--- config.mk ---
export PLATFORM = sky130hd
export DESIGN_NAME = tiled_loop_iterator_flat
export DESIGN_NICKNAME = d
export VERILOG_FILES = /design/src/rtl/tiled_loop_iterator_if.sv /design/src/rtl/tiled_loop_iterator.sv /design/src/flat_wrapper.sv
export SDC_FILE = /design/constraint.sdc
export NUM_CORES = 1
export LEC_CHECK = 0
export BUFFER_PORTS_ARGS = -buffer_cell sky130_fd_sc_hd__buf_2
export CORE_MARGIN = 3
export CORE_UTILIZATION = 50
export DETAILED_ROUTE_END_ITERATION = 7
export MAX_ROUTING_LAYER = met4
export PLACE_DENSITY = 0.82
export SYNTH_ARGS = -nofsm -noshare
export SYNTH_HDL_FRONTEND = slang
export SYNTH_SLANG_ARGS = --single-unit
--- constraint.sdc ---
create_clock -name clk_i -period 3.2 [get_ports clk_i]
set_input_delay 0.16 -clock clk_i [delete_from_list [all_inputs] [get_ports clk_i]]
set_output_delay 0.16 -clock clk_i [all_outputs]
set_load 0.05 [all_outputs]
--- src/rtl/tiled_loop_iterator_if.sv ---
// Handshake and index bus between the loop-nest sequencer and its consumer.
// slave modport: the sequencer (takes start/ready, drives tuple + status).
// master modport: the consumer/controller (drives start/ready, reads tuple).
// Widths follow w(X) = max(1, clog2(X)) for each index range.
interface tiled_loop_iterator_if #(
  parameter int unsigned N_p = 4,
  parameter int unsigned M_p = 4,
  parameter int unsigned K_p = 2,
  parameter int unsigned R_p = 16,
  parameter int unsigned C_p = 16,
  parameter int unsigned S_p = 1
) ();

  function automatic int unsigned wid(input int unsigned x);
    return (x > 1) ? $clog2(x) : 1;
  endfunction

  localparam int unsigned KW  = wid(K_p);
  localparam int unsigned TIW = wid(N_p);
  localparam int unsigned TOW = wid(M_p);
  localparam int unsigned CW  = wid(C_p);
  localparam int unsigned RW  = wid(R_p);
  localparam int unsigned ICW = wid((C_p - 1) * S_p + K_p);
  localparam int unsigned IRW = wid((R_p - 1) * S_p + K_p);

  logic           start_i;
  logic           ready_i;
  logic           valid_o;
  logic [KW-1:0]  j_o;
  logic [KW-1:0]  i_o;
  logic [TIW-1:0] ti_o;
  logic [TOW-1:0] to_o;
  logic [CW-1:0]  col_o;
  logic [RW-1:0]  row_o;
  logic [ICW-1:0] in_col_o;
  logic [IRW-1:0] in_row_o;
  logic [5:0]     wrap_o;
  logic           last_o;
  logic           busy_o;
  logic           done_o;

  modport slave (
    input  start_i, ready_i,
    output valid_o, j_o, i_o, ti_o, to_o, col_o, row_o,
           in_col_o, in_row_o, wrap_o, last_o, busy_o, done_o
  );

  modport master (
    output start_i, ready_i,
    input  valid_o, j_o, i_o, ti_o, to_o, col_o, row_o,
           in_col_o, in_row_o, wrap_o, last_o, busy_o, done_o
  );

endinterface

--- src/rtl/tiled_loop_iterator.sv ---
// Six-deep convolution loop-nest sequencer (row, col, to, ti, i, j; j innermost).
// Latency: first tuple valid 1 cycle after start; done pulse 1 cycle after last handshake.
// Backpressure: with ready low every output holds stable; the odometer only moves on valid&ready.
// Ports: clk_i, reset_i (async active-low) plus bus (slave modport): start/ready in;
// valid, index tuple, derived input-map coordinates, wrap flags, last/busy/done out.
module tiled_loop_iterator #(
  parameter int unsigned N_p  = 4,
  parameter int unsigned M_p  = 4,
  parameter int unsigned K_p  = 2,
  parameter int unsigned R_p  = 16,
  parameter int unsigned C_p  = 16,
  parameter int unsigned Tn_p = 2,
  parameter int unsigned Tm_p = 2,
  parameter int unsigned S_p  = 1
) (
  input  logic                  clk_i,
  input  logic                  reset_i,
  tiled_loop_iterator_if.slave  bus
);

  function automatic int unsigned wid(input int unsigned x);
    return (x > 1) ? $clog2(x) : 1;
  endfunction

  localparam int unsigned KW  = wid(K_p);
  localparam int unsigned TIW = wid(N_p);
  localparam int unsigned TOW = wid(M_p);
  localparam int unsigned CW  = wid(C_p);
  localparam int unsigned RW  = wid(R_p);
  localparam int unsigned ICW = wid((C_p - 1) * S_p + K_p);
  localparam int unsigned IRW = wid((R_p - 1) * S_p + K_p);

  localparam logic [1:0] ST_IDLE = 2'd0;
  localparam logic [1:0] ST_RUN  = 2'd1;
  localparam logic [1:0] ST_DONE = 2'd2;

  logic [1:0]     state_q, state_d;
  logic [KW-1:0]  j_q, j_d;
  logic [KW-1:0]  i_q, i_d;
  logic [TIW-1:0] ti_q, ti_d;
  logic [TOW-1:0] to_q, to_d;
  logic [CW-1:0]  col_q, col_d;
  logic [RW-1:0]  row_q, row_d;

  logic [5:0] lvl_last;  // level k sits on its final value
  logic [5:0] wrap;      // level k and every inner level are final
  logic       run;
  logic       fire;

  assign run  = (state_q == ST_RUN);
  assign fire = run & bus.ready_i;

  // Tile levels are final once the next stride would reach the bound, so a
  // partial last tile (N_p not a multiple of Tn_p) still terminates the level.
  always_comb begin
    lvl_last[0] = (32'(j_q)   + 32'd1) >= K_p;
    lvl_last[1] = (32'(i_q)   + 32'd1) >= K_p;
    lvl_last[2] = (32'(ti_q)  + Tn_p)  >= N_p;
    lvl_last[3] = (32'(to_q)  + Tm_p)  >= M_p;
    lvl_last[4] = (32'(col_q) + 32'd1) >= C_p;
    lvl_last[5] = (32'(row_q) + 32'd1) >= R_p;
    wrap[0] = lvl_last[0];
    for (int k = 1; k < 6; k++) begin
      wrap[k] = wrap[k-1] & lvl_last[k];
    end
  end

  // Odometer: level k steps only when every inner level wraps (wrap[k-1]).
  always_comb begin
    state_d = state_q;
    j_d     = j_q;
    i_d     = i_q;
    ti_d    = ti_q;
    to_d    = to_q;
    col_d   = col_q;
    row_d   = row_q;
    case (state_q)
      ST_IDLE: begin
        if (bus.start_i) begin
          state_d = ST_RUN;
        end
      end
      ST_RUN: begin
        if (fire) begin
          if (wrap[5]) begin
            state_d = ST_DONE;
            j_d     = '0;
            i_d     = '0;
            ti_d    = '0;
            to_d    = '0;
            col_d   = '0;
            row_d   = '0;
          end else begin
            j_d = lvl_last[0] ? '0 : j_q + KW'(1);
            if (wrap[0]) i_d   = lvl_last[1] ? '0 : i_q + KW'(1);
            if (wrap[1]) ti_d  = lvl_last[2] ? '0 : ti_q + TIW'(Tn_p);
            if (wrap[2]) to_d  = lvl_last[3] ? '0 : to_q + TOW'(Tm_p);
            if (wrap[3]) col_d = lvl_last[4] ? '0 : col_q + CW'(1);
            if (wrap[4]) row_d = lvl_last[5] ? '0 : row_q + RW'(1);
          end
        end
      end
      ST_DONE: begin
        state_d = ST_IDLE;
      end
      default: begin
        state_d = ST_IDLE;
      end
    endcase
  end

  always_ff @(posedge clk_i or negedge reset_i) begin
    if (!reset_i) begin
      state_q <= ST_IDLE;
      j_q     <= '0;
      i_q     <= '0;
      ti_q    <= '0;
      to_q    <= '0;
      col_q   <= '0;
      row_q   <= '0;
    end else begin
      state_q <= state_d;
      j_q     <= j_d;
      i_q     <= i_d;
      ti_q    <= ti_d;
      to_q    <= to_d;
      col_q   <= col_d;
      row_q   <= row_d;
    end
  end

  assign bus.valid_o  = run;
  assign bus.busy_o   = run;
  assign bus.done_o   = (state_q == ST_DONE);
  assign bus.j_o      = j_q;
  assign bus.i_o      = i_q;
  assign bus.ti_o     = ti_q;
  assign bus.to_o     = to_q;
  assign bus.col_o    = col_q;
  assign bus.row_o    = row_q;
  // Flags are masked outside RUN so degenerate size-1 levels do not show
  // wrap/last while idle.
  assign bus.wrap_o   = run ? wrap : 6'd0;
  assign bus.last_o   = run & wrap[5];
  assign bus.in_col_o = ICW'(32'(col_q) * S_p + 32'(j_q));
  assign bus.in_row_o = IRW'(32'(row_q) * S_p + 32'(i_q));

endmodule

--- src/flat_wrapper.sv ---
// flat-port wrapper written by rule: the top's interface ports become plain ports
module tiled_loop_iterator_flat 
#(
  parameter int unsigned N_p  = 4,
  parameter int unsigned M_p  = 4,
  parameter int unsigned K_p  = 2,
  parameter int unsigned R_p  = 16,
  parameter int unsigned C_p  = 16,
  parameter int unsigned Tn_p = 2,
  parameter int unsigned Tm_p = 2,
  parameter int unsigned S_p  = 1
)
  (clk_i, reset_i, bus_start_i, bus_ready_i, bus_valid_o, bus_j_o, bus_i_o, bus_ti_o, bus_to_o, bus_col_o, bus_row_o, bus_in_col_o, bus_in_row_o, bus_wrap_o, bus_last_o, bus_busy_o, bus_done_o);
  tiled_loop_iterator_if #(.N_p(N_p), .M_p(M_p), .K_p(K_p), .R_p(R_p), .C_p(C_p), .S_p(S_p)) bus_i ();
  input  logic clk_i;
  input  logic reset_i;
  input wire logic [$bits(bus_i.start_i)-1:0] bus_start_i;
  input wire logic [$bits(bus_i.ready_i)-1:0] bus_ready_i;
  output wire logic [$bits(bus_i.valid_o)-1:0] bus_valid_o;
  output wire logic [$bits(bus_i.j_o)-1:0] bus_j_o;
  output wire logic [$bits(bus_i.i_o)-1:0] bus_i_o;
  output wire logic [$bits(bus_i.ti_o)-1:0] bus_ti_o;
  output wire logic [$bits(bus_i.to_o)-1:0] bus_to_o;
  output wire logic [$bits(bus_i.col_o)-1:0] bus_col_o;
  output wire logic [$bits(bus_i.row_o)-1:0] bus_row_o;
  output wire logic [$bits(bus_i.in_col_o)-1:0] bus_in_col_o;
  output wire logic [$bits(bus_i.in_row_o)-1:0] bus_in_row_o;
  output wire logic [$bits(bus_i.wrap_o)-1:0] bus_wrap_o;
  output wire logic [$bits(bus_i.last_o)-1:0] bus_last_o;
  output wire logic [$bits(bus_i.busy_o)-1:0] bus_busy_o;
  output wire logic [$bits(bus_i.done_o)-1:0] bus_done_o;
  assign bus_i.start_i = bus_start_i;
  assign bus_i.ready_i = bus_ready_i;
  assign bus_valid_o = bus_i.valid_o;
  assign bus_j_o = bus_i.j_o;
  assign bus_i_o = bus_i.i_o;
  assign bus_ti_o = bus_i.ti_o;
  assign bus_to_o = bus_i.to_o;
  assign bus_col_o = bus_i.col_o;
  assign bus_row_o = bus_i.row_o;
  assign bus_in_col_o = bus_i.in_col_o;
  assign bus_in_row_o = bus_i.in_row_o;
  assign bus_wrap_o = bus_i.wrap_o;
  assign bus_last_o = bus_i.last_o;
  assign bus_busy_o = bus_i.busy_o;
  assign bus_done_o = bus_i.done_o;
  tiled_loop_iterator #(.N_p(N_p), .M_p(M_p), .K_p(K_p), .R_p(R_p), .C_p(C_p), .Tn_p(Tn_p), .Tm_p(Tm_p), .S_p(S_p)) u_core (.clk_i(clk_i), .reset_i(reset_i), .bus(bus_i));
endmodule
==> metrics.cfg <==
[setup_path]
path_cells=and4_2 -> nand2_1 -> nor3_1 -> buf_2
worst-setup-path-type=reg2out
reg2reg_slack_ps=1540
start_kind=flip-flop
endpoint_kind=output port
critPathMaxFanout=9
cp_top_family=simple AND/OR/NAND/NOR gates
worstPathArrival_ps=1820
cpPeakStageDelay_ps=550
cp_slowest_cell=dfrtp_1
r2r_end=u_core.bus.row_o[1]
worstPathRequired_ps=3040
critPathBufInv=1
r2r_cells=4
rr_startpoint=u_core.bus.col_o[1]

[synth]
synthArstFlopShare=1.000
synth_common_cells=dfrtp_1 (14), nand3_1 (8), ha_1 (6), nor2_1 (6), xnor2_1 (6)
yosysMostFrequentCell=dfrtp_1
ys_seq_area_frac=0.3933
synth_edf_count=0
synthTopCellsByArea=dfrtp_1 (39%), ha_1 (8.4%), xnor2_1 (5.9%)
yosysWarnings=0
syn-mean-instance-area_sq_um=9.790
synthCells=91
ys_ff_latch=14
synth_cell_types=33
yosysTopAreaCellShare=0.3933
syn_area_sq_um=890.9
netlist.top_cell.by_area=dfrtp_1
synthFlopType=dfrtp_1

[global_routing]
grt_pass1_wl_um=3105
grt_pass1_vias=708
grt_antenna_before_repair=0
grt_max_degree=15
grtUsageTotal=0.1970
grt_overflow=0

[layout]
fin_cells=149
syn_to_final_growth_pct=23.03
multi_input_area_sq_um=483.0
register_area_sq_um=350.3
fill_cells=129
layout-drive-gt1-share=0.3600
fin_nets=136
diodes=0

[route]
vias_per_cell=5.383
wirelength_um=1947
via_count=802
drtIter0Drc=12
ant_nets=0
wl_per_cell_um=13.07
drc=0
dr.pass1.iters=4

[timing]
hold_slack_ps=122.8
rsz0062_at_grt=no
fmax_mhz=504.0
tns_ps=0
finalCritPeriodShare=0.6201
fin_skew_ps=4.156
slew_violations=0
period_needed_ps=1984
finalSetupViolCount=0
finalHoldViolCount=0
worst_slack_ps=1216

[pwr]
p_per_area_nw_per_um2=902.8
ir_worst_vdd_mv=0.6579
power.leakage_nw=0.5933

[floorplan]
fp-row-count=14
ios=38
start_util=0.5589
die_h_um=48.21
die-area_sq_um=2324
coreArea_sq_um=1594
die_x_um=48.21

[place]
portBuffers=35
place_congestion=0.7847
dp_slack_ps=1521
dp_hpwl_um=1502
dp.cells=144

[min_path]
whs_path_depth=3
min_path_type=in2reg
hp-start=bus_start_i
holdPathEnd=u_core.state_q[0]

[clock_tree]
cts.sinks=14
cts_root_buffer=clkbuf_4
clk_latency_ps=280
cts_buffers=3
cts_tree=done
clkSlewWorstSetupHoldPaths_ps=90
ctsHtreeMaxLevel=1
cts_buffer_depth=2
cts_resized=0

[flow_run]
maxCapViolCount=0

[status]
status=finished, final reports clean

[final cells by class]
type | instances | share of cell area
tap | 24 | 0.02740
clock buffer | 4 | 0.03311
timing repair buffer | 36 | 0.1690
multi-input combinational | 68 | 0.4406
inverter | 3 | 0.01027
sequential | 14 | 0.3196
[cells in the final DEF, fill, tap and decap left out, types with 2 or more instances in the layout]
cell and n:
clkbuf_4 3, buf_2 35, ha_1 6, inv_1 3, nand2_1 5, nor4_1 3
xor2_1 4, nor2_1 6, nand4_1 2, o21ai_0 4, dfrtp_1 14, conb_1 2
xnor2_1 6, nand3_1 8, nor3_1 3, and3_1 4
[worst min-delay path: stages]
cell    delay [ps]
buf_2           90
nor2_1          70
nor3_1          50
[stage by stage]
step | power (mW) | utilization | instance area, sq um
2_1_floorplan | 0.7638 | - | 894.6
3_3_place_gp | 0.8607 | 0.6586 | 1050
3_5_place_dp | 0.8684 | 0.6586 | 1050
4_1_cts | 0.9962 | 0.6876 | 1096
5_1_grt | 1.042 | 0.6876 | 1096
6_report | 0.9895 | 0.6876 | 1096
[per-layer routing]
metal | up-vias | share of wire | track usage
li1 | 390 | - | -
met1 | 374 | 0.44 | 0.2393
met2 | 33 | 0.47 | 0.3203
met3 | 5 | 0.070 | 0.02214
met4 | 0 | 0.017 | 0.09677
met5 | - | 0 | -
[state kept, by name (all words and copies together), names as in the netlist]
signal	cells
u_core.bus.to_o	1
u_core.bus.row_o	4
u_core.bus.i_o	1
u_core.state_q	2
u_core.bus.col_o	4
u_core.bus.ti_o	1
u_core.bus.j_o	1
[power by group]
part / internal (mW) / switching [mW] / leakage (nW) / total (mW)
Combinational: 0.124 / 0.439 / 0.398 / 0.562
Clock: 0.0693 / 0.0587 / 0.0210 / 0.128
Sequential: 0.217 / 0.0824 / 0.174 / 0.299
Total: 0.410 / 0.580 / 0.593 / 0.989
[logic make-up after synthesis]
kind of cell,Yosys count,synth area share
muxes,2,0.02388
buffers and inverters,10,0.06881
other,1,0.004209
and+or+nand+nor,40,0.2711
adders and majority gates,6,0.08427
xor gates and xnor gates,10,0.09831
AOI/OAI and AO/OA,8,0.05618
DFF,14,0.3933
[how the worst max path moves through the flow]
stage | from | to | slack [ps] | cells past startpoint
final | u_core.bus.j_o | bus_wrap_o[5] | 1220 | 4
after global routing | u_core.bus.j_o | bus_wrap_o[5] | 1120 | 4
after CTS | u_core.bus.j_o | bus_wrap_o[5] | 1210 | 4
after detailed placement | u_core.bus.j_o | bus_wrap_o[5] | 1520 | 4
after global placement | u_core.bus.j_o | bus_last_o | 1590 | 4
after floorplan | u_core.bus.j_o | bus_wrap_o[5] | 200 | 5
[what timing repair did]
| action | CTS | global route |
|---|---|---|
| setup buffers | 0 | 0 |
| hold buffers | 1 | 0 |
| hold endpoints to repair | 14 | 0 |
Power figures use the tool's default switching activity.
